## config.mk

```make
export PLATFORM = sky130hd
export DESIGN_NAME = snps_pll_sequencer
export DESIGN_NICKNAME = d
export VERILOG_FILES = /design/src/rtl/snps_pll_sequencer_pkg.sv /design/src/rtl/snps_pll_sync2.sv /design/src/rtl/snps_pll_sequencer.sv
export SDC_FILE = /design/constraint.sdc
export NUM_CORES = 1
export LEC_CHECK = 0
export BUFFER_PORTS_ARGS = -buffer_cell sky130_fd_sc_hd__buf_4
export CAP_MARGIN = 40
export CORE_MARGIN = 2
export CORE_UTILIZATION = 51
export CTS_CLUSTER_SIZE = 14
export DETAILED_ROUTE_END_ITERATION = 12
export GPL_TIMING_DRIVEN = 0
export PLACE_DENSITY = 0.74
export SYNTH_ARGS = -nofsm -noshare
export SYNTH_HDL_FRONTEND = slang
export SYNTH_SLANG_ARGS = --single-unit
```

## constraint.sdc

```tcl
create_clock -name ref_clk -period 2.4 [get_ports ref_clk]
set_input_delay 0.24 -clock ref_clk [delete_from_list [all_inputs] [get_ports ref_clk]]
set_output_delay 0.24 -clock ref_clk [all_outputs]
set_load 0.05 [all_outputs]
```

## src/rtl/snps_pll_sequencer_pkg.sv

```systemverilog
// snps_pll_sequencer_pkg
//   Shared definitions for the PLL power-up/lock sequencer: state encodings,
//   default timing parameters and the registered output bundle with its
//   per-state decode.
package snps_pll_sequencer_pkg;

   typedef enum logic [2:0] {
      ST_OFF       = 3'd0,
      ST_PWRON     = 3'd1,
      ST_WAIT_LOCK = 3'd2,
      ST_SETTLE    = 3'd3,
      ST_RUN       = 3'd4,
      ST_FAULT     = 3'd5
   } pll_state_e;

   localparam int DEF_RST_CYCLES    = 100;   // 4 us at 25 MHz
   localparam int DEF_LOCK_TIMEOUT  = 4096;
   localparam int DEF_SETTLE_CYCLES = 16;
   localparam int DEF_CNT_W         = 16;

   typedef struct packed {
      logic pwron;
      logic rst;
      logic gear_shift;
      logic bypass;
      logic enp;
      logic enr;
      logic busy;
      logic locked;
   } pll_out_t;

   // Pin values for each state. Encodings 6/7 decode like OFF.
   function automatic pll_out_t decode_outputs(input pll_state_e s);
      pll_out_t o;
      o = '{pwron: 1'b0, rst: 1'b1, gear_shift: 1'b0, bypass: 1'b1,
            enp: 1'b0, enr: 1'b0, busy: 1'b0, locked: 1'b0};
      case (s)
         ST_PWRON: begin
            o.pwron = 1'b1;
            o.busy  = 1'b1;
         end
         ST_WAIT_LOCK: begin
            o.pwron      = 1'b1;
            o.rst        = 1'b0;
            o.gear_shift = 1'b1;
            o.busy       = 1'b1;
         end
         ST_SETTLE: begin
            o.pwron = 1'b1;
            o.rst   = 1'b0;
            o.busy  = 1'b1;
         end
         ST_RUN: begin
            o.pwron  = 1'b1;
            o.rst    = 1'b0;
            o.bypass = 1'b0;
            o.enp    = 1'b1;
            o.enr    = 1'b1;
            o.locked = 1'b1;
         end
         default: ;
      endcase
      return o;
   endfunction

endpackage

```

## src/rtl/snps_pll_sync2.sv

```systemverilog
// snps_pll_sync2
//   Generic 2-flop synchroniser for asynchronous status inputs.
//   clk   : destination clock
//   reset : synchronous, active-high; clears both flop stages
//   d     : asynchronous input
//   q     : synchronised output (2 cycles of latency)
module snps_pll_sync2 #(
   parameter int WIDTH = 1
) (
   input  logic             clk,
   input  logic             reset,
   input  logic [WIDTH-1:0] d,
   output logic [WIDTH-1:0] q
);

   logic [WIDTH-1:0] meta;

   always_ff @(posedge clk) begin
      if (reset) begin
         meta <= '0;
         q    <= '0;
      end else begin
         meta <= d;
         q    <= meta;
      end
   end

endmodule

```

## src/rtl/snps_pll_sequencer.sv

```systemverilog
// snps_pll_sequencer
//   Power-up and lock sequencer for the PLL macro, running on ref_clk.
//   Inputs : ref_clk, reset (sync, active-high), start, stop, cfg_update,
//            pll_lock (async raw lock)
//   Outputs: pll_pwron, pll_rst, pll_gear_shift, pll_bypass, pll_enp,
//            pll_enr (PLL pins); busy, locked, timeout_err (sticky),
//            lock_lost (sticky), state (3-bit encoding)
//   All outputs are registered and decoded from the next state, so pins
//   move in the same cycle as the state register.
module snps_pll_sequencer
   import snps_pll_sequencer_pkg::*;
#(
   parameter int RST_CYCLES    = DEF_RST_CYCLES,
   parameter int LOCK_TIMEOUT  = DEF_LOCK_TIMEOUT,
   parameter int SETTLE_CYCLES = DEF_SETTLE_CYCLES,
   parameter int CNT_W         = DEF_CNT_W
) (
   input  logic       ref_clk,
   input  logic       reset,
   input  logic       start,
   input  logic       stop,
   input  logic       cfg_update,
   input  logic       pll_lock,
   output logic       pll_pwron,
   output logic       pll_rst,
   output logic       pll_gear_shift,
   output logic       pll_bypass,
   output logic       pll_enp,
   output logic       pll_enr,
   output logic       busy,
   output logic       locked,
   output logic       timeout_err,
   output logic       lock_lost,
   output logic [2:0] state
);

   localparam logic [CNT_W-1:0] RST_LAST    = CNT_W'(RST_CYCLES - 1);
   localparam logic [CNT_W-1:0] TO_LAST     = CNT_W'(LOCK_TIMEOUT - 1);
   localparam logic [CNT_W-1:0] SETTLE_LAST = CNT_W'(SETTLE_CYCLES - 1);

   pll_state_e       state_q, state_nxt;
   logic [CNT_W-1:0] cnt;
   logic             cnt_clr, cnt_inc;
   logic             set_to, set_lost, clr_flags;
   logic             lock_s;
   pll_out_t         out_nxt;

   snps_pll_sync2 #(.WIDTH(1)) u_lock_sync (
      .clk   (ref_clk),
      .reset (reset),
      .d     (pll_lock),
      .q     (lock_s)
   );

   // State register, shared counter, sticky flags and registered pins.
   always_ff @(posedge ref_clk) begin
      if (reset) begin
         state_q        <= ST_OFF;
         cnt            <= '0;
         timeout_err    <= 1'b0;
         lock_lost      <= 1'b0;
         pll_pwron      <= 1'b0;
         pll_rst        <= 1'b1;
         pll_gear_shift <= 1'b0;
         pll_bypass     <= 1'b1;
         pll_enp        <= 1'b0;
         pll_enr        <= 1'b0;
         busy           <= 1'b0;
         locked         <= 1'b0;
      end else begin
         state_q <= state_nxt;
         // Saturating counter: holds at all-ones rather than wrapping.
         if (cnt_clr)
            cnt <= '0;
         else if (cnt_inc && (cnt != '1))
            cnt <= cnt + 1'b1;
         if (clr_flags) begin
            timeout_err <= 1'b0;
            lock_lost   <= 1'b0;
         end else begin
            if (set_to)   timeout_err <= 1'b1;
            if (set_lost) lock_lost   <= 1'b1;
         end
         pll_pwron      <= out_nxt.pwron;
         pll_rst        <= out_nxt.rst;
         pll_gear_shift <= out_nxt.gear_shift;
         pll_bypass     <= out_nxt.bypass;
         pll_enp        <= out_nxt.enp;
         pll_enr        <= out_nxt.enr;
         busy           <= out_nxt.busy;
         locked         <= out_nxt.locked;
      end
   end

   // Next state. stop > cfg_update > start > normal progression.
   always_comb begin
      state_nxt = state_q;
      cnt_clr   = 1'b0;
      cnt_inc   = 1'b0;
      set_to    = 1'b0;
      set_lost  = 1'b0;
      clr_flags = 1'b0;
      if (stop) begin
         state_nxt = ST_OFF;
      end else if (cfg_update && (state_q == ST_WAIT_LOCK ||
                                  state_q == ST_SETTLE || state_q == ST_RUN)) begin
         state_nxt = ST_PWRON;
         cnt_clr   = 1'b1;
      end else begin
         case (state_q)
            ST_OFF, ST_FAULT: begin
               if (start) begin
                  state_nxt = ST_PWRON;
                  cnt_clr   = 1'b1;
                  clr_flags = 1'b1;
               end
            end
            ST_PWRON: begin
               if (cnt >= RST_LAST) begin
                  state_nxt = ST_WAIT_LOCK;
                  cnt_clr   = 1'b1;
               end else begin
                  cnt_inc = 1'b1;
               end
            end
            ST_WAIT_LOCK: begin
               if (lock_s) begin
                  state_nxt = ST_SETTLE;
                  cnt_clr   = 1'b1;
               end else if (cnt >= TO_LAST) begin
                  state_nxt = ST_FAULT;
                  set_to    = 1'b1;
               end else begin
                  cnt_inc = 1'b1;
               end
            end
            ST_SETTLE: begin
               // Counter tracks consecutive locked cycles; a dropout restarts it.
               if (!lock_s) begin
                  cnt_clr = 1'b1;
               end else if (cnt >= SETTLE_LAST) begin
                  state_nxt = ST_RUN;
                  cnt_clr   = 1'b1;
               end else begin
                  cnt_inc = 1'b1;
               end
            end
            ST_RUN: begin
               if (!lock_s) begin
                  state_nxt = ST_WAIT_LOCK;
                  cnt_clr   = 1'b1;
                  set_lost  = 1'b1;
               end
            end
            default: state_nxt = ST_OFF;
         endcase
      end
   end

   // Output decode from the next state; registered above.
   always_comb begin
      out_nxt = decode_outputs(state_nxt);
   end

   assign state = state_q;

endmodule
```

# Word-level counts from Yosys, hierarchy flattened
# Index checks and enable logic that the tools add are counted.
[word_totals] output_inout_bits=13 latchBits=0 in_bits=6 n_memories=0 rom_bits=0 ram_bits=0 register_bits=31
[classes] mul=0 shift=0 n_mux=44 add_sub_neg=1 n_div=0 n_reduce_logical=11 bitwise=0 eq_ne=10 n_lt_le_gt_ge=3
[op_table] cell="two-way mux 1 bit" count=31
[op_table] cell="two-way mux 3 bit" count=10
[op_table] cell="adder 16 x 1 -> 16 bit, second input constant" count=1
[op_table] cell=">= comparator 16 x 12 -> 1 bit, second input constant" count=1
[op_table] cell=">= comparator 16 x 4 -> 1 bit, second input constant" count=1
[op_table] cell=">= comparator 16 x 7 -> 1 bit, second input constant" count=1
[op_table] cell="inequality test 16 bit, second input constant" count=1
[op_table] cell="case mux 3 bit (5 select lines)" count=1
[op_table] cell="== test 3 x 2 -> 1 bit, second input constant" count=4
[op_table] cell="== test 3 bit, second input constant" count=3
[op_table] cell="== test 3 x 1 -> 1 bit, second input constant" count=2
[op_table] cell="OR reduction 2 bit" count=3
[op_table] cell="OR reduction 3 bit" count=2
[op_table] cell="case mux 1 bit (5 select lines)" count=1
[op_table] cell="OR reduction 4 bit" count=1
[op_table] cell="logical NOT 3 bit" count=1
[op_table] cell="case mux 1 bit (3 select lines)" count=1
[op_table] cell="logical AND 1 bit" count=2
[op_table] cell="logical OR 1 bit" count=2

# Logic depth before layout (Yosys ltp)
[logic_depth] ltp_word=9 mapped_depth=8 ltp_nobuf=7

# Hierarchy
# Synthesis repeated with hierarchy kept, for this count alone.
[hier_totals] cells_unflattened=173 hier_area_um2=1496.4
[modules_own_cells] module="snps_pll_sequencer" cells_each=169 n_inst=1 area_each_um2=1443.9 seq_area_each_um2=540.5
[modules_own_cells] module="snps_pll_sync2" cells_each=4 n_inst=1 area_each_um2=52.6 seq_area_each_um2=40.0

# Worst setup path after synthesis
# OpenSTA, ideal clock, no wires.
[synth_path] path_kind="flip-flop to flip-flop" startpoint="register state_q[1], in the netlist state[1]" endpoint="register cnt[10]" stages_incl_launch_ff=8 t_arrival_ns=2.480 required_ns=2.329 path_slack_ns=-0.151 path_cell_list="dfxtp_1 -> clkbuf_1 -> nor2b_1 -> nand3_1 -> o32ai_2 -> o211ai_2 -> or4_1 -> a21oi_1"
[synth_via] elab_chain_len=7
[synth_lines] element="from (decl)" line="snps_pll_sequencer.sv:41" rtl="pll_state_e state_q, state_nxt;"
[synth_lines] element="from (signal assigned)" line="snps_pll_sequencer.sv:71" rtl="state_q <= state_nxt;"
[synth_lines] element="branches (longest 7 deep; another with case mux 1 bit (5 select lines))"
[synth_lines] element="to (signal assigned)" line="snps_pll_sequencer.sv:76" rtl="cnt <= cnt + 1'b1;"
[synth_lines] element="to (decl)" line="snps_pll_sequencer.sv:42" rtl="logic [CNT_W-1:0] cnt;"
# Parallel ways; which one is timed is not known.
# A chain may end at the register's enable or synchronous reset.

# Final worst setup path
[layout_path] startpoint="register cnt[14]" endpoint="register cnt[9]"
[layout_via] elab_chain_len=7
[layout_lines] element=">= comparator 16 x 4 -> 1 bit or >= comparator 16 x 12 -> 1 bit (tied branches)" line="snps_pll_sequencer.sv:141, snps_pll_sequencer.sv:130"
[layout_lines] element="two-way mux 1 bit (on tied branches)" line="snps_pll_sequencer.sv:141, snps_pll_sequencer.sv:130"
[layout_lines] element="two-way mux 1 bit (on tied branches)" line="snps_pll_sequencer.sv:139, snps_pll_sequencer.sv:127"
[layout_lines] element="case mux 1 bit (5 select lines) or case mux 1 bit (3 select lines) (tied branches)" line="snps_pll_sequencer.sv:110" rtl="case (state_q)"
[layout_lines] element="two-way mux 1 bit" line="snps_pll_sequencer.sv:105" rtl="end else if (cfg_update && (state_q == ST_WAIT_LOCK ||"
[layout_lines] element="two-way mux 1 bit" line="snps_pll_sequencer.sv:103" rtl="if (stop) begin"
[layout_lines] element="OR reduction 2 bit (no source line) or logical AND 1 bit (tied branches)"
# Several ways; a longest one is shown, not always the timed one.

==> qor.yml <==
outcome: "complete, but fails checks"
violations: "setup timing"
ioPinCount: 19
dpl.hpwl_um: 2500
hold_ws_ns: 0.176
hp-class: "in2reg"
hold_depth: 2
timing.fmax_mhz: 397
setup_ws_ns: -0.118
critPathRequiredTime_ns: 2.66
drtPass1Iterations: 4
setup_violations: 8
cts_inserted_buffers: 5
netlist_area_sq_um: 1510
fp.dieW_um: 58.3
antenna_found_initial: 0
worstSetupPathType: "reg2reg"
core_sq_um: 2780
p_per_area_nw_per_um2: 467
grt_pass1_vias: 1481
p_leak_nw: 0.813
cts_max_level: 2
swShare_pct: 22.9
portBuffers: 18
grt_pass1_wl_um: 6440
grt_remaining_overflow: 0
largest_reg_flops: 16
tightest_slew_ns: 0.896
regMostFlops: "cnt"
vias_per_cell: 6.17
die_h_um: 58.3
drive_gt1_share_pct: 40.8
wirelength_um: 4130
drcViolationCount: 0
yosys_warnings: 0
netlist_instances: 178
min_period_ns: 2.52
synth_fp_nets: 185
p_int_w: 0.000768
synth_edf_count: 0
relSlewSlack_pct: 40.0
fin_crit_sh_pct: 105
clkTransAtPathRegs_ns: 0.09
reg2reg_depth: 7
switchingPower_w: 0.000228
cts_num_sinks: 29
rsz0062_at_grt: "yes"
fp-row-count: 19
combPwrFrac_pct: 9.0
cts_buffer_depth: 2
end_kind: "flip-flop"
area_delta_synth_final_pct: 41.8
drtIter0Drc: 131
ant_nets: 0
drv_cap: 0
synth_flop_cell: "dfxtp_1"
vias: 1536
synth_seq_cells: 29
grtUsageTotal_pct: 24.9
start_util_pct: 54.1
postLayoutCoreUtil_pct: 76.7
root_buffer: "clkbuf_4"
synth_cell_types: 53
cp_max_fo: 3
fin_nets: 224
cts_tree: "built"
max-vdd-ir-drop_mv: 0.491
diodes: 0
wl_per_cell_um: 16.6
p_seq_share_pct: 48.9
place.gp.congestion: 0.939
grt_max_degree: 11
pre_cts_slack_ns: -0.242
hold_buffers: 0
fin_skew_ns: 0.00836
clockPowerShare_pct: 42.1
synthArstFlopShare_pct: 0
seq_area_frac_synth_pct: 38.6
clkLatencyLatePin_ns: 0.33
maxSlewViolCount: 0
crit_arrival_ns: 2.78
cp-start-kind: "flip-flop"
syn_area_per_cell_sq_um: 8.46
fp.dieArea_sq_um: 3400
final-hold-violation-count: 0
kinds of logic (layout without fill, tap and decap cells):
logic type	after synthesis	after routing	synth area share, %
compound gates	48	48	22.9
simple gates	74	74	28.2
fa+ha+maj	1	1	0.831
mux	2	2	1.41
xor+xnor	5	5	2.91
flops	29	29	38.6
buf+inv	19	59	5.24
synth_stat cells, types with 2 or more instances:
cell type,number,area [sq um]
dfxtp_1,29,581
nor2_1,13,48.8
nand2_1,11,41.3
a21oi_1,10,50.1
inv_1,10,37.5
o21ai_0,10,50.1
nand3_1,7,35.0
clkbuf_1,6,22.5
nor2b_1,6,37.5
or3_1,5,31.3
or4_1,5,37.5
and2_1,4,25.0
nand2b_1,4,25.0
nor3_1,4,20.0
nor3b_1,3,22.5
o211ai_1,3,22.5
xor2_1,3,26.3
a211oi_1,2,15.0
and3_1,2,12.5
buf_4,2,15.0
nand4_1,2,12.5
nor4_1,2,12.5
o21bai_1,2,15.0
o22ai_1,2,12.5
o31ai_1,2,15.0
xnor2_1,2,17.5
power by group through the flow:
stage | Sequential [W] | Clock [W] | Combinational, W
2_1_floorplan | 0.000507 | 0 | 0.0000328
3_3_place_gp | 0.000498 | 0 | 0.0000630
3_5_place_dp | 0.000498 | 0 | 0.0000641
4_1_cts | 0.000487 | 0.000426 | 0.0000809
5_1_grt | 0.000488 | 0.000449 | 0.0000948
6_report | 0.000487 | 0.000419 | 0.0000895
layout by cell type (no fill, tap or decap), types with 3 or more instances in the layout:
cell type / count
a21oi_1: 9
and2_1: 3
buf_4: 35
clkbuf_1: 3
clkbuf_4: 6
dfxtp_1: 19
dfxtp_2: 10
inv_1: 10
nand2_1: 10
nand2b_1: 4
nand3_1: 7
nor2_1: 13
nor2b_1: 5
o211ai_1: 3
o21ai_0: 9
or3_1: 3
or3_4: 3
or4_1: 3
or4_4: 3
xor2_1: 3
per-layer routing:
layer	part of all wire (%)	global-route usage (%)	wire [um]
met2	51	44.1	2110
met5	0	0	0
met3	5.2	7.25	214
met4	4.2	13.0	175
met1	40	26.7	1640
metrics by stage:
stage | area, sq um | TNS, ns | std cells | total power [W]
3_3_place_gp | 1710 | -2.38 | 227 | 0.000561
5_1_grt | 2130 | -1.46 | 249 | 0.00103
2_1_floorplan | 1540 | -0.0209 | 178 | 0.000539
6_report | 2130 | -0.485 | 249 | 0.000996
4_1_cts | 2020 | -0.256 | 243 | 0.000993
3_5_place_dp | 1710 | -3.77 | 227 | 0.000563
final cells by class:
type                            instances  area, sq um
Fill cell                             162          647
Sequential cell                        29          593
Tap cell                               31         38.8
Clock buffer                            7         55.1
Multi-Input combinational cell        130         1090
Timing Repair Buffer                   33          248
Inverter                               11         41.3
Clock inverter                          1         30.0
Buffer                                  7         40.0
timing repair:
item / 4_1_cts / 5_1_grt
setup endpoints to repair: 23 / 22
buffers inserted: 9 / 6
resized for setup: 33 / 18
pin swaps: 19 / 12
critical path, stage by stage, from the launching register on:
cell       delay [ns]
dfxtp_2          0.33
or4_4            0.54
or3_4            0.42
o32ai_4          0.33
buf_4            0.19
o2111ai_4        0.11
or3_4            0.42
a21oi_2          0.12
worst paths after layout:
path                               from         to  slack [ns]
worst max-delay path            cnt[14]     cnt[9]       -0.12
worst min-delay path              reset  pll_pwron        0.18
worst max register to register  cnt[14]     cnt[9]       -0.12
worst min register to register  cnt[15]    cnt[15]        0.45
Note: power is estimated with default switching activity, not from simulation.
